==> src/rtl/adder_pkg.sv <==
`default_nettype none
// ============================================================================
// Module : adder_pkg
// Brief  : Shared constants and FSM state type for the nibble-serial adder.
// Rev    : 1.0
// ============================================================================
package adder_pkg;

  localparam int NIBBLE_W = 4;

  typedef enum logic [1:0] {
    IDLE = 2'd0,
    CALC = 2'd1,
    DONE = 2'd2
  } nsa_state_t;

endpackage
`default_nettype wire

==> src/rtl/ripple_adder.sv <==
`default_nettype none
// ============================================================================
// Module : ripple_adder
// Brief  : 4-bit ripple-carry adder slice (Sum = A + B + Cin).
// Rev    : 1.0
// ============================================================================
module ripple_adder
  import adder_pkg::*;
(
  input  logic [NIBBLE_W-1:0] a,
  input  logic [NIBBLE_W-1:0] b,
  input  logic                cin,
  output logic [NIBBLE_W-1:0] sum,
  output logic                cout
);

  logic [NIBBLE_W:0] carry;

  assign carry[0] = cin;

  generate
    for (genvar i = 0; i < NIBBLE_W; i++) begin : g_bit
      assign sum[i]       = a[i] ^ b[i] ^ carry[i];
      assign carry[i + 1] = (a[i] & b[i]) | (carry[i] & (a[i] ^ b[i]));
    end
  endgenerate

  assign cout = carry[NIBBLE_W];

endmodule
`default_nettype wire

==> src/rtl/nibble_serial_adder.sv <==
`default_nettype none
// ============================================================================
// Module : nibble_serial_adder
// Brief  : WIDTH-bit adder computed one nibble per clock through a 4-bit slice.
// Rev    : 1.0
// ============================================================================
module nibble_serial_adder
  import adder_pkg::*;
#(
  parameter int WIDTH = 16
) (
  input  logic             clk,
  input  logic             rst_n,
  input  logic             in_valid,
  output logic             in_ready,
  input  logic [WIDTH-1:0] a,
  input  logic [WIDTH-1:0] b,
  input  logic             cin,
  output logic             out_valid,
  input  logic             out_ready,
  output logic [WIDTH-1:0] sum,
  output logic             cout,
  output logic             busy
);

  localparam int N     = WIDTH / NIBBLE_W;
  localparam int CNT_W = (N > 1) ? $clog2(N) : 1;
  localparam logic [CNT_W-1:0] CNT_LAST = CNT_W'(N - 1);

  generate
    if ((WIDTH % NIBBLE_W) != 0 || WIDTH < NIBBLE_W) begin : g_width_check
      $error("nibble_serial_adder: WIDTH must be a positive multiple of 4");
    end
  endgenerate

  nsa_state_t             state;
  logic [CNT_W-1:0]       cnt;
  logic [WIDTH-1:0]       a_sh;
  logic [WIDTH-1:0]       b_sh;
  logic [WIDTH-1:0]       res;
  logic                   carry;

  logic [NIBBLE_W-1:0]    slice_sum;
  logic                   slice_cout;
  logic [WIDTH+NIBBLE_W-1:0] res_cat;
  logic                   accept;

  ripple_adder u_slice (
    .a    (a_sh[NIBBLE_W-1:0]),
    .b    (b_sh[NIBBLE_W-1:0]),
    .cin  (carry),
    .sum  (slice_sum),
    .cout (slice_cout)
  );

  assign in_ready  = (state == IDLE) || (state == DONE && out_ready);
  assign accept    = in_valid && in_ready;
  assign out_valid = (state == DONE);
  assign busy      = (state == CALC);
  assign sum       = res;
  assign cout      = carry;

  // New slice result enters at the top; after N shifts nibble 0 sits at the bottom.
  assign res_cat = {slice_sum, res};

  always_ff @(posedge clk or negedge rst_n) begin
    if (!rst_n) begin
      state <= IDLE;
      cnt   <= '0;
      a_sh  <= '0;
      b_sh  <= '0;
      res   <= '0;
      carry <= 1'b0;
    end else begin
      case (state)
        IDLE: begin
          if (accept) begin
            a_sh  <= a;
            b_sh  <= b;
            carry <= cin;
            cnt   <= '0;
            state <= CALC;
          end
        end
        CALC: begin
          res   <= res_cat[WIDTH+NIBBLE_W-1:NIBBLE_W];
          a_sh  <= a_sh >> NIBBLE_W;
          b_sh  <= b_sh >> NIBBLE_W;
          carry <= slice_cout;
          if (cnt == CNT_LAST) begin
            state <= DONE;
          end else begin
            cnt <= cnt + 1'b1;
          end
        end
        DONE: begin
          if (out_ready) begin
            if (in_valid) begin
              a_sh  <= a;
              b_sh  <= b;
              carry <= cin;
              cnt   <= '0;
              state <= CALC;
            end else begin
              state <= IDLE;
            end
          end
        end
        default: state <= IDLE;
      endcase
    end
  end

endmodule
`default_nettype wire

==> config.mk <==
export PLATFORM = sky130hd
export DESIGN_NAME = nibble_serial_adder
export DESIGN_NICKNAME = d
export VERILOG_FILES = /design/src/rtl/adder_pkg.sv /design/src/rtl/ripple_adder.sv /design/src/rtl/nibble_serial_adder.sv
export SDC_FILE = /design/constraint.sdc
export NUM_CORES = 1
export LEC_CHECK = 0
export BUFFER_PORTS_ARGS = -buffer_cell sky130_fd_sc_hd__buf_2
export CORE_MARGIN = 3
export CORE_UTILIZATION = 57
export DETAILED_ROUTE_END_ITERATION = 8
export GPL_TIMING_DRIVEN = 0
export PLACE_DENSITY_LB_ADDON = 0.05
export SYNTH_ARGS = -nofsm -noshare
export SYNTH_HDL_FRONTEND = slang
export SYNTH_HIERARCHICAL = 1
export SYNTH_SLANG_ARGS = --single-unit
==> constraint.sdc <==
create_clock -name clk -period 7.3 [get_ports clk]
set_clock_uncertainty 0.15 [all_clocks]
set_input_delay 1.46 -clock clk [delete_from_list [all_inputs] [get_ports clk]]
set_output_delay 1.46 -clock clk [all_outputs]
set_load 0.005 [all_outputs]
==> results of run 1 <==
## placed cells by master, fill, tap and decap left out
cell type  instances
buf_6              2
o2bb2ai_1          1
buf_1              2
a21oi_1           26
ha_1               1
o32ai_1           17
dfrtp_1           53
clkbuf_1           3
nand3_1            8
buf_4              1
nor2b_1            3
clkbuf_2           1
a22o_1             2
nand2b_1           2
nand2_1           50
fa_1               4
mux2_4             2
nand2b_4           1
o2bb2ai_2          1
o21ai_0            8
nor2_1             3
buf_2             65
clkbuf_8           7
mux2_2            14
clkinv_2           1
or2b_1             1
o22a_1             1
inv_1             29
## cell families after synthesis
family	count (synthesis)
DFF	53
and+or+nand+nor	68
buffers and inverters	47
muxes	16
adders and majority gates	5
AOI/OAI and AO/OA	56
## state kept, by name, summed over array words and instances, names as in the netlist
signal,flops
state,2
sum,16
cout,1
cnt,2
a_sh,16
b_sh,16
## metal layers
metal,track usage (%),wire length (µm),up-vias
met5,0,0,-
met3,4.16,257,4
met2,34.5,2350,53
met4,6.26,40,0
met1,30.1,2230,898
li1,-,-,941
## through the flow
| stage | cell area (µm²) | setup WS, ns | hold slack (ns) | utilization (%) | std cells |
|---|---|---|---|---|---|
| floorplan | 2470 | 3.77 | 0.320 | - | 245 |
| global placement | 2820 | 3.44 | 0.302 | 69.0 | 351 |
| detailed placement | 2820 | 3.43 | 0.309 | 69.0 | 351 |
| CTS | 2920 | 3.43 | 0.332 | 71.4 | 359 |
| global route | 2920 | 3.34 | 0.348 | 71.4 | 359 |
| finish | 2920 | 3.44 | 0.325 | 71.4 | 359 |
## worst min-delay path by stage
| stage | from | end | slack [ns] | cells past startpoint |
|---|---|---|---|---|
| after floorplan | sum[1] | sum[1] | 0.32 | 2 |
| after global placement | sum[3] | sum[3] | 0.30 | 2 |
| after detailed placement | sum[3] | sum[3] | 0.31 | 2 |
| after CTS | sum[1] | sum[1] | 0.33 | 2 |
| after global routing | sum[1] | sum[1] | 0.35 | 2 |
| final | sum[3] | sum[3] | 0.32 | 2 |
## where the power goes
| part | total, mW | leakage [nW] | internal [mW] | switching (mW) |
|---|---|---|---|---|
| clock network | 0.179 | 0.0542 | 0.0859 | 0.0933 |
| registers | 0.513 | 0.657 | 0.432 | 0.0807 |
| logic | 0.655 | 0.801 | 0.310 | 0.346 |
| total | 1.35 | 1.51 | 0.828 | 0.520 |
## area by class of cell
| type | count | area (µm²) | area share [%] |
|---|---|---|---|
| plain buffers | 18 | 98.8 | 3.39 |
| multi-input cells | 145 | 941 | 32.2 |
| clock buffers | 7 | 96.3 | 3.30 |
| flip-flops and latches | 53 | 1330 | 45.4 |
| inverters | 29 | 109 | 3.73 |
| repair buffers | 56 | 280 | 9.60 |
| clock inverters | 1 | 5.00 | 0.171 |
| well taps | 50 | 62.6 | 2.14 |
## critical path, cell delays in order
cell and delay, ns:
buf_2 0.12, nor2b_1 0.10, buf_2 0.19, buf_2 0.21
nor2_1 0.05, buf_2 0.12
==> out/qor.yml, run 1 <==
grt:
  antenna_found_initial: 0
  grt_pass1_wl_um: 8710
  grt_max_degree: 54
  grt_pass1_vias: 1859
  grtUsageTotal_pct: 21.5
  grt_overflow_total: 0
clock_tree:
  cts.sinks: 53
  clock_path_buffers: 2
  cts_resized: 0
  clk_transition_reported_paths_ns: 0.09
  clkLatencyLatePin_ns: 0.30
  htreeDepth: 2
  cts_setup_buffers: 0
  cts_made_buffers: 5
  cts_tree: "built"
  cts-hold-fix-buffers: 0
  cts-root-buf: "clkbuf_8"
synth:
  yosys.area.top_type: "dfrtp_1"
  ys_ff_latch: 53
  synth_edf_count: 0
  synth.area.top_cells: "dfrtp_1 54%, nand2_1 7.6%, mux2_2 6.4%, o32ai_1 6.0%, a21oi_1 5.3%"
  ys_warn_count: 6
  synthCells: 245
  synth_cell_types: 26
  synth.net_count: 287
  synthSimpleGateAreaFrac_pct: 11.8
  synth_top_area_share_pct: 53.6
  synth_most_common_cell: "dfrtp_1"
  synth_xor_area_share_pct: 0
  syn_area_per_cell_um2: 10.1
  muxShareOfSynthArea_pct: 7.58
  ys_async_sr_fraction_pct: 100
  synth_fa_ha_area_share_pct: 3.74
  syn_area_um2: 2470
  yosysSeqAreaShare_pct: 53.6
  ys.flop_type: "dfrtp_1"
  synth_common_cells: "53 x dfrtp_1, 50 x nand2_1, 29 x inv_1, 26 x a21oi_1, 17 x o32ai_1"
  synth_compound_gate_area_share_pct: 14.9
  synth_top_family_by_area: "compound AO/OA/AOI/OAI gates"
cells_and_area:
  antennaDiodeCount: 0
  n_fill_cell: 309
  final_layout_size_suffix_gt1_share_pct: 30.7
  synthToLayoutAreaGrowth_pct: 17.9
  final_nets: 350
worst_setup_path:
  cp_max_fo: 10
  reg2reg_from: "a_sh[0]"
  cp-end-kind: "primary output"
  worstRegToRegCells: 10
  r2r_slack_ns: 4.76
  critPathKind: "input port to primary output"
  crit_required_ns: 5.69
  endpoint: "in_ready"
  cp-start-kind: "input port"
  timing.rr.end: "cout"
  cp-startpoint: "out_ready"
  crit_arrival_ns: 2.25
sta:
  rsz0062_at_grt: "false"
  tns_ns: 0
  hold_viol_final: 0
  fmax_mhz: 259
  setup_viol: 0
  tightestPinTransition_ns: 1.16
  drv_slew: 0
  min_period_over_period_pct: 52.9
  slew_headroom_pct: 22.5
  fin_crit_ns: 3.86
routing:
  ant_nets: 0
  vias: 1896
  wl_per_cell_um: 13.6
  drt_iter0_drc: 104
  routed_via_density: 5.28
  drc: 0
  routed_wl_um: 4880
  drtPass1Iterations: 4
pwr:
  irDropWorstVdd_mv: 0.197
  p_leak_nw: 1.51
  power_density_nw_per_um2: 462
  fin_total_pwr_mw: 1.35
floorplan:
  die_y_um: 71.9
  ios: 57
  chipWidth_um: 71.9
  fp.coreArea_um2: 4090
  die_area_um2: 5170
  start_util_pct: 60.6
  rows: 23
flow_run:
  cap_violations: 0
placement:
  dp_hpwl_um: 3530
  numPortBuffers: 56
  gp_congestion: 0.730
run_status:
  status: "finished clean"
hold_path:
  hold_path_class: "flip-flop to flip-flop"
Power figures use the tool's default switching activity.
==> inputs of run 2 (changes only) <==
--- a/config.mk
+++ b/config.mk
@@ -5,9 +5,10 @@
 export SDC_FILE = /design/constraint.sdc
 export NUM_CORES = 1
 export LEC_CHECK = 0
+export ABC_AREA = 1
 export BUFFER_PORTS_ARGS = -buffer_cell sky130_fd_sc_hd__buf_2
 export CORE_MARGIN = 3
-export CORE_UTILIZATION = 57
+export CORE_UTILIZATION = 49
 export DETAILED_ROUTE_END_ITERATION = 8
 export GPL_TIMING_DRIVEN = 0
 export PLACE_DENSITY_LB_ADDON = 0.05
==> constraint.sdc (replaced) <==
create_clock -name clk -period 3.3 [get_ports clk]
set_clock_uncertainty 0.15 [all_clocks]
set_input_delay 0.66 -clock clk [delete_from_list [all_inputs] [get_ports clk]]
set_output_delay 0.66 -clock clk [all_outputs]
set_load 0.005 [all_outputs]
==> run 2 against run 1 <==
Against the previous run:
- sequential power increased by 110%
- final cell count increased by 29%
- register-to-register slack got worse by 3.8 ns
- critical path type is now flip-flop to primary output
==> out/qor.yml, run 2 <==
synth:
  synth.net_count: 373
  synth_most_common_cell: "nand2_1"
  ys_async_sr_fraction_pct: 100
  synth_edf_count: 0
  yosysSeqAreaShare_pct: 51.2
  ys_warn_count: 6
  synth_cell_types: 17
  synth_top_area_share_pct: 51.2
  synth_common_cells: "155 x nand2_1, 61 x nand3_1, 53 x dfrtp_1, 18 x inv_1, 10 x buf_4"
  synth.area.top_cells: "dfrtp_1 51%, nand2_1 22%, nand3_1 12%, fa_1 3.1%, buf_4 2.9%"
  ys.flop_type: "dfrtp_1"
  ys_ff_latch: 53
  synthCells: 331
  syn_area_um2: 2590
  syn_area_per_cell_um2: 7.83
  yosys.area.top_type: "dfrtp_1"
sta:
  drv_slew: 0
  fmax_mhz: 427
  tns_ns: 0
  hold_viol_final: 0
  tightestPinTransition_ns: 1.16
  slew_headroom_pct: 22.4
  rsz0062_at_grt: "false"
  min_period_over_period_pct: 70.9
  fin_crit_ns: 2.34
  setup_viol: 0
  fin_hold_ws_ns: 0.337
hold_path:
  hold_path_class: "flip-flop to flip-flop"
floorplan:
  die_y_um: 78.7
  die_area_um2: 6200
  ios: 57
  rows: 25
  fp.coreArea_um2: 4910
  start_util_pct: 52.8
  chipWidth_um: 78.7
worst_setup_path:
  path_delay_family: "buffers and inverters"
  r2r_slack_ns: 0.97
  crit_required_ns: 2.49
  cp-end-kind: "primary output"
  cp-start-kind: "flip-flop"
  critPathMaxStageDelay_ns: 0.40
  crit_buf_inv: 4
  cp_max_fo: 10
  critPathKind: "flip-flop to primary output"
  crit_chain: "inv_2 > nand2_4 > inv_2 > buf_2 > buf_2"
  crit_arrival_ns: 1.53
  slowest_stage: "dfrtp_1"
routing:
  vias: 2251
  drt_iter0_drc: 105
  wl_per_cell_um: 12.7
  routed_via_density: 4.87
  drtPass1Iterations: 4
  routed_wl_um: 5850
  ant_nets: 0
  drc: 0
cells_and_area:
  fin_area_um2: 3070
  layout_common_cells: "155 x nand2_1, 65 x buf_2, 61 x nand3_1"
  synthToLayoutAreaGrowth_pct: 18.5
  final_nets: 436
  antennaDiodeCount: 0
  layout_commonest_cell: "nand2_1"
  fin_util_pct: 62.6
  final_layout_size_suffix_gt1_share_pct: 22.0
placement:
  dp_hpwl_um: 4230
  placed_cell_area_um2: 2960
  numPortBuffers: 56
  gp_congestion: 0.772
clock_tree:
  cts_setup_buffers: 0
  cts_made_buffers: 5
  htreeDepth: 2
  cts.sinks: 53
  cts_tree: "built"
  clk_transition_reported_paths_ns: 0.09
  cts_resized: 0
  clkLatencyLatePin_ns: 0.31
  clock_path_buffers: 2
  cts-hold-fix-buffers: 0
  cts-root-buf: "clkbuf_8"
pwr:
  irDropWorstVdd_mv: 0.398
  p_sw_mw: 1.26
  p_sw_share_pct: 42.2
  pwr-share-comb_pct: 48.2
  p_seq_share_pct: 36.8
  p_int_mw: 1.72
  p_leak_nw: 1.80
  pwr-share-clk_pct: 15.1
  fin_total_pwr_mw: 2.98
  power_density_nw_per_um2: 970
flow_run:
  cap_violations: 0
grt:
  antenna_found_initial: 0
  grt_overflow_total: 0
  grt_pass1_vias: 2160
  grt_max_degree: 54
  grt_pass1_wl_um: 9970
  grtUsageTotal_pct: 20.4
run_status:
  status: "finished clean"
[run 2: cell types whose count changed after synthesis, moves of 9 or more]
cell / previous run / this run
nand2_1: 50 / 155
nand3_1: 8 / 61
a21oi_1: 26 / 1
o32ai_1: 17 / 0
mux2_2: 14 / 0
inv_1: 29 / 18
buf_4: 1 / 10
[run 2: area by class of cell]
type,count,area [µm²]
Inverter,21,78.8
Fill cell,473,1840
Multi-Input combinational cell,237,1060
Sequential cell,53,1330
Tap cell,67,83.8
Buffer,20,124
Timing Repair Buffer,56,280
Clock buffer,7,86.3
Clock inverter,1,30.0
[run 2: cells by family after synthesis]
logic type      synth area share (%)
compound gates                  1.98
buf+inv                         7.82
fa+ha+maj                       3.57
simple gates                    35.5
flops                           51.2
[run 2: power by group through the flow]
stage,clock network (mW),logic [mW],registers [mW]
2_1_floorplan,0,1.03,1.09
3_3_place_gp,0,1.42,1.10
3_5_place_dp,0,1.45,1.11
4_1_cts,0.457,1.45,1.10
5_1_grt,0.491,1.67,1.13
6_report,0.449,1.44,1.10
[run 2: final timing paths]
kind	from	to	depth (start not counted)
setup / recovery	state[1]	busy	5
hold / removal	sum[2]	sum[2]	2
setup reg to reg	a_sh[0]	sum[15]	10
hold reg to reg	sum[2]	sum[2]	2
max in group asynchronous	rst_n	state[0]	1
min in group asynchronous	rst_n	sum[5]	1
[run 2: metrics by stage]
stage,std cells,worst slack [ns]
3_3_place_gp,454,1.02
4_1_cts,462,0.958
5_1_grt,462,0.846
3_5_place_dp,454,0.990
2_1_floorplan,331,1.10
6_report,462,0.961
[run 2: layer usage]
layer | wire length [µm] | up-vias | global-route usage (%)
met5 | 0 | - | 0
met4 | 37 | 0 | 4.72
met3 | 316 | 4 | 4.42
met2 | 2880 | 58 | 34.1
met1 | 2620 | 1027 | 27.4
li1 | - | 1162 | -
[run 2: worst register-to-register path, stage by stage (launching register included)]
cell and delay, ns:
dfrtp_1 0.41, fa_1 0.41, inv_1 0.07, fa_1 0.16
inv_1 0.05, fa_1 0.35, inv_1 0.07, fa_1 0.41
inv_1 0.07, nand2_1 0.05, nand2_1 0.07
==> inputs of run 3 (changes only) <==
--- a/config.mk
+++ b/config.mk
@@ -5,10 +5,10 @@
 export SDC_FILE = /design/constraint.sdc
 export NUM_CORES = 1
 export LEC_CHECK = 0
-export ABC_AREA = 1
+export ABC_AREA = 0
 export BUFFER_PORTS_ARGS = -buffer_cell sky130_fd_sc_hd__buf_2
 export CORE_MARGIN = 3
-export CORE_UTILIZATION = 49
+export CORE_UTILIZATION = 48
 export DETAILED_ROUTE_END_ITERATION = 8
 export GPL_TIMING_DRIVEN = 0
 export PLACE_DENSITY_LB_ADDON = 0.05
==> constraint.sdc (replaced) <==
create_clock -name clk -period 2.15 [get_ports clk]
set_clock_uncertainty 0.15 [all_clocks]
set_input_delay 0.43 -clock clk [delete_from_list [all_inputs] [get_ports clk]]
set_output_delay 0.43 -clock clk [all_outputs]
set_load 0.005 [all_outputs]
==> run 3 against run 2 <==
Against the previous run:
- the run now ends with negative setup slack left
- clock-buffer cell count stayed put
- combinational power is 58% higher
- clock power is 26% higher
- design area is 4.4% lower
- critical path depth is 5 higher
- critical endpoint is now cout
- largest cell class unchanged
==> out/qor.yml, run 3 (synthesized netlist as in run 1, its figures left out) <==
run_status:
  status: "complete, but fails checks"
  violations: "negative setup slack"
grt:
  grt_overflow_total: 0
  grtUsageTotal_pct: 18.3
  grt_pass1_vias: 1843
  grt_max_degree: 54
  antenna_found_initial: 0
  grt_pass1_wl_um: 8650
clock_tree:
  cts.sinks: 53
  clkLatencyLatePin_ns: 0.30
  cts_tree: "built"
  cts_made_buffers: 5
  cts-root-buf: "clkbuf_8"
  clock_path_buffers: 2
  htreeDepth: 2
  clk_transition_reported_paths_ns: 0.09
worst_setup_path:
  cp_max_fo: 2
  critPathKind: "flip-flop to flip-flop"
  crit_required_ns: 2.20
  path_delay_family: "adder cells"
  critPathMaxStageDelay_ns: 0.42
  slowest_stage: "dfrtp_1"
  reg2reg_from: "a_sh[0]"
  crit_chain: "fa_2 > inv_2 > fa_2 > inv_2 > fa_2 > inv_2 > fa_1 > inv_1 > mux2_4 > mux2_2"
  timing.rr.end: "cout"
  worstRegToRegCells: 10
  cp-end-kind: "flip-flop"
  crit_buf_inv: 4
  r2r_slack_ns: -0.31
  crit_arrival_ns: 2.51
  cp-start-kind: "flip-flop"
floorplan:
  chipWidth_um: 77.8
  ios: 57
  rows: 25
  die_area_um2: 6050
  die_y_um: 77.8
  fp.coreArea_um2: 4850
  start_util_pct: 51.0
routing:
  drt_iter0_drc: 53
  drc: 0
  routed_via_density: 5.01
  drtPass1Iterations: 4
  vias: 1877
  wl_per_cell_um: 13.7
  ant_nets: 0
  routed_wl_um: 5140
pwr:
  fin_total_pwr_mw: 4.60
  p_leak_nw: 1.49
  irDropWorstVdd_mv: 0.655
  power_density_nw_per_um2: 1560
placement:
  pre_cts_slack_ns: -0.307
  numPortBuffers: 56
  gp_congestion: 0.729
  dp_hpwl_um: 3700
  dp.cells: 368
  placed_cell_area_um2: 2850
cells_and_area:
  layout_commonest_cell: "buf_2"
  final_layout_size_suffix_gt1_share_pct: 32.8
  fin_area_um2: 2940
  finalNonFillerCells: 375
  layout_common_cells: "63 x buf_2, 52 x dfrtp_1, 50 x nand2_1"
  fin_util_pct: 60.6
  final_nets: 350
  antennaDiodeCount: 0
  n_fill_cell: 458
  synthToLayoutAreaGrowth_pct: 18.8
sta:
  fmax_mhz: 407
  hold_viol_final: 0
  tns_ns: -0.394
  setup_slack_ns: -0.309
  fin_crit_ns: 2.46
  rsz0062_at_grt: "true"
  slew_headroom_pct: 21.8
  tightestPinTransition_ns: 1.17
  setup_viol: 2
  min_period_over_period_pct: 114
  fin_hold_ws_ns: 0.207
  drv_slew: 0
flow_run:
  cap_violations: 0
hold_path:
  hold_path_class: "input port to async pin"
==> run 3: cell types whose count changed in the layout (fill, tap and decap cells not counted), sizes merged, moves of 2 or more <==
cell and delta:
clkbuf +4, nand3 -53, a21oi +25, nand2 -107
buf -6, a22o +2, inv +7, mux2 +16
nor2b +3, o2bb2ai +2, nand2b +3, o32ai +17
==> run 3: layer usage <==
metal,GRT usage (%),routed length [µm],up-vias
met3,3.94,255,6
met1,24.4,2340,886
li1,-,-,941
met2,29.4,2470,44
met4,6.41,74,0
met5,0,0,-
==> run 3: worst max-delay path by stage <==
stage / start / to / slack, ns / cells past startpoint
global route: a_sh[0] / cout / -0.37 / 10
CTS: a_sh[0] / cout / -0.32 / 10
detailed placement: b_sh[0] / cout / -0.31 / 10
finish: a_sh[0] / cout / -0.31 / 10
floorplan: b_sh[0] / cout / -0.19 / 10
global placement: b_sh[0] / cout / -0.25 / 10
==> run 3: worst reg2reg max path: stages (launching register included) <==
cell	delay, ns
dfrtp_1	0.42
fa_2	0.40
inv_2	0.06
fa_2	0.18
inv_2	0.04
fa_2	0.33
inv_2	0.06
fa_1	0.15
inv_1	0.05
mux2_4	0.27
mux2_2	0.26
==> run 3: layout make-up <==
class	instances	area, µm²	share of cell area (%)
Buffer	16	85.1	2.89
Tap cell	67	83.8	2.85
Clock buffer	7	86.3	2.94
Timing Repair Buffer	58	295	10.0
Sequential cell	53	1330	45.2
Multi-Input combinational cell	145	948	32.3
Inverter	29	113	3.83
==> run 3: what timing repair did <==
action,CTS,global route
buffers inserted,0,2
resized for setup,2,3
pin swaps,1,0
hold buffers,0,0
endpoints found under the setup margin,3,4
==> run 3: report_power, final <==
group	total, mW	switching, mW	internal (mW)
registers	1.75	0.280	1.47
logic	2.28	1.21	1.07
clock network	0.567	0.311	0.256
total	4.60	1.80	2.80
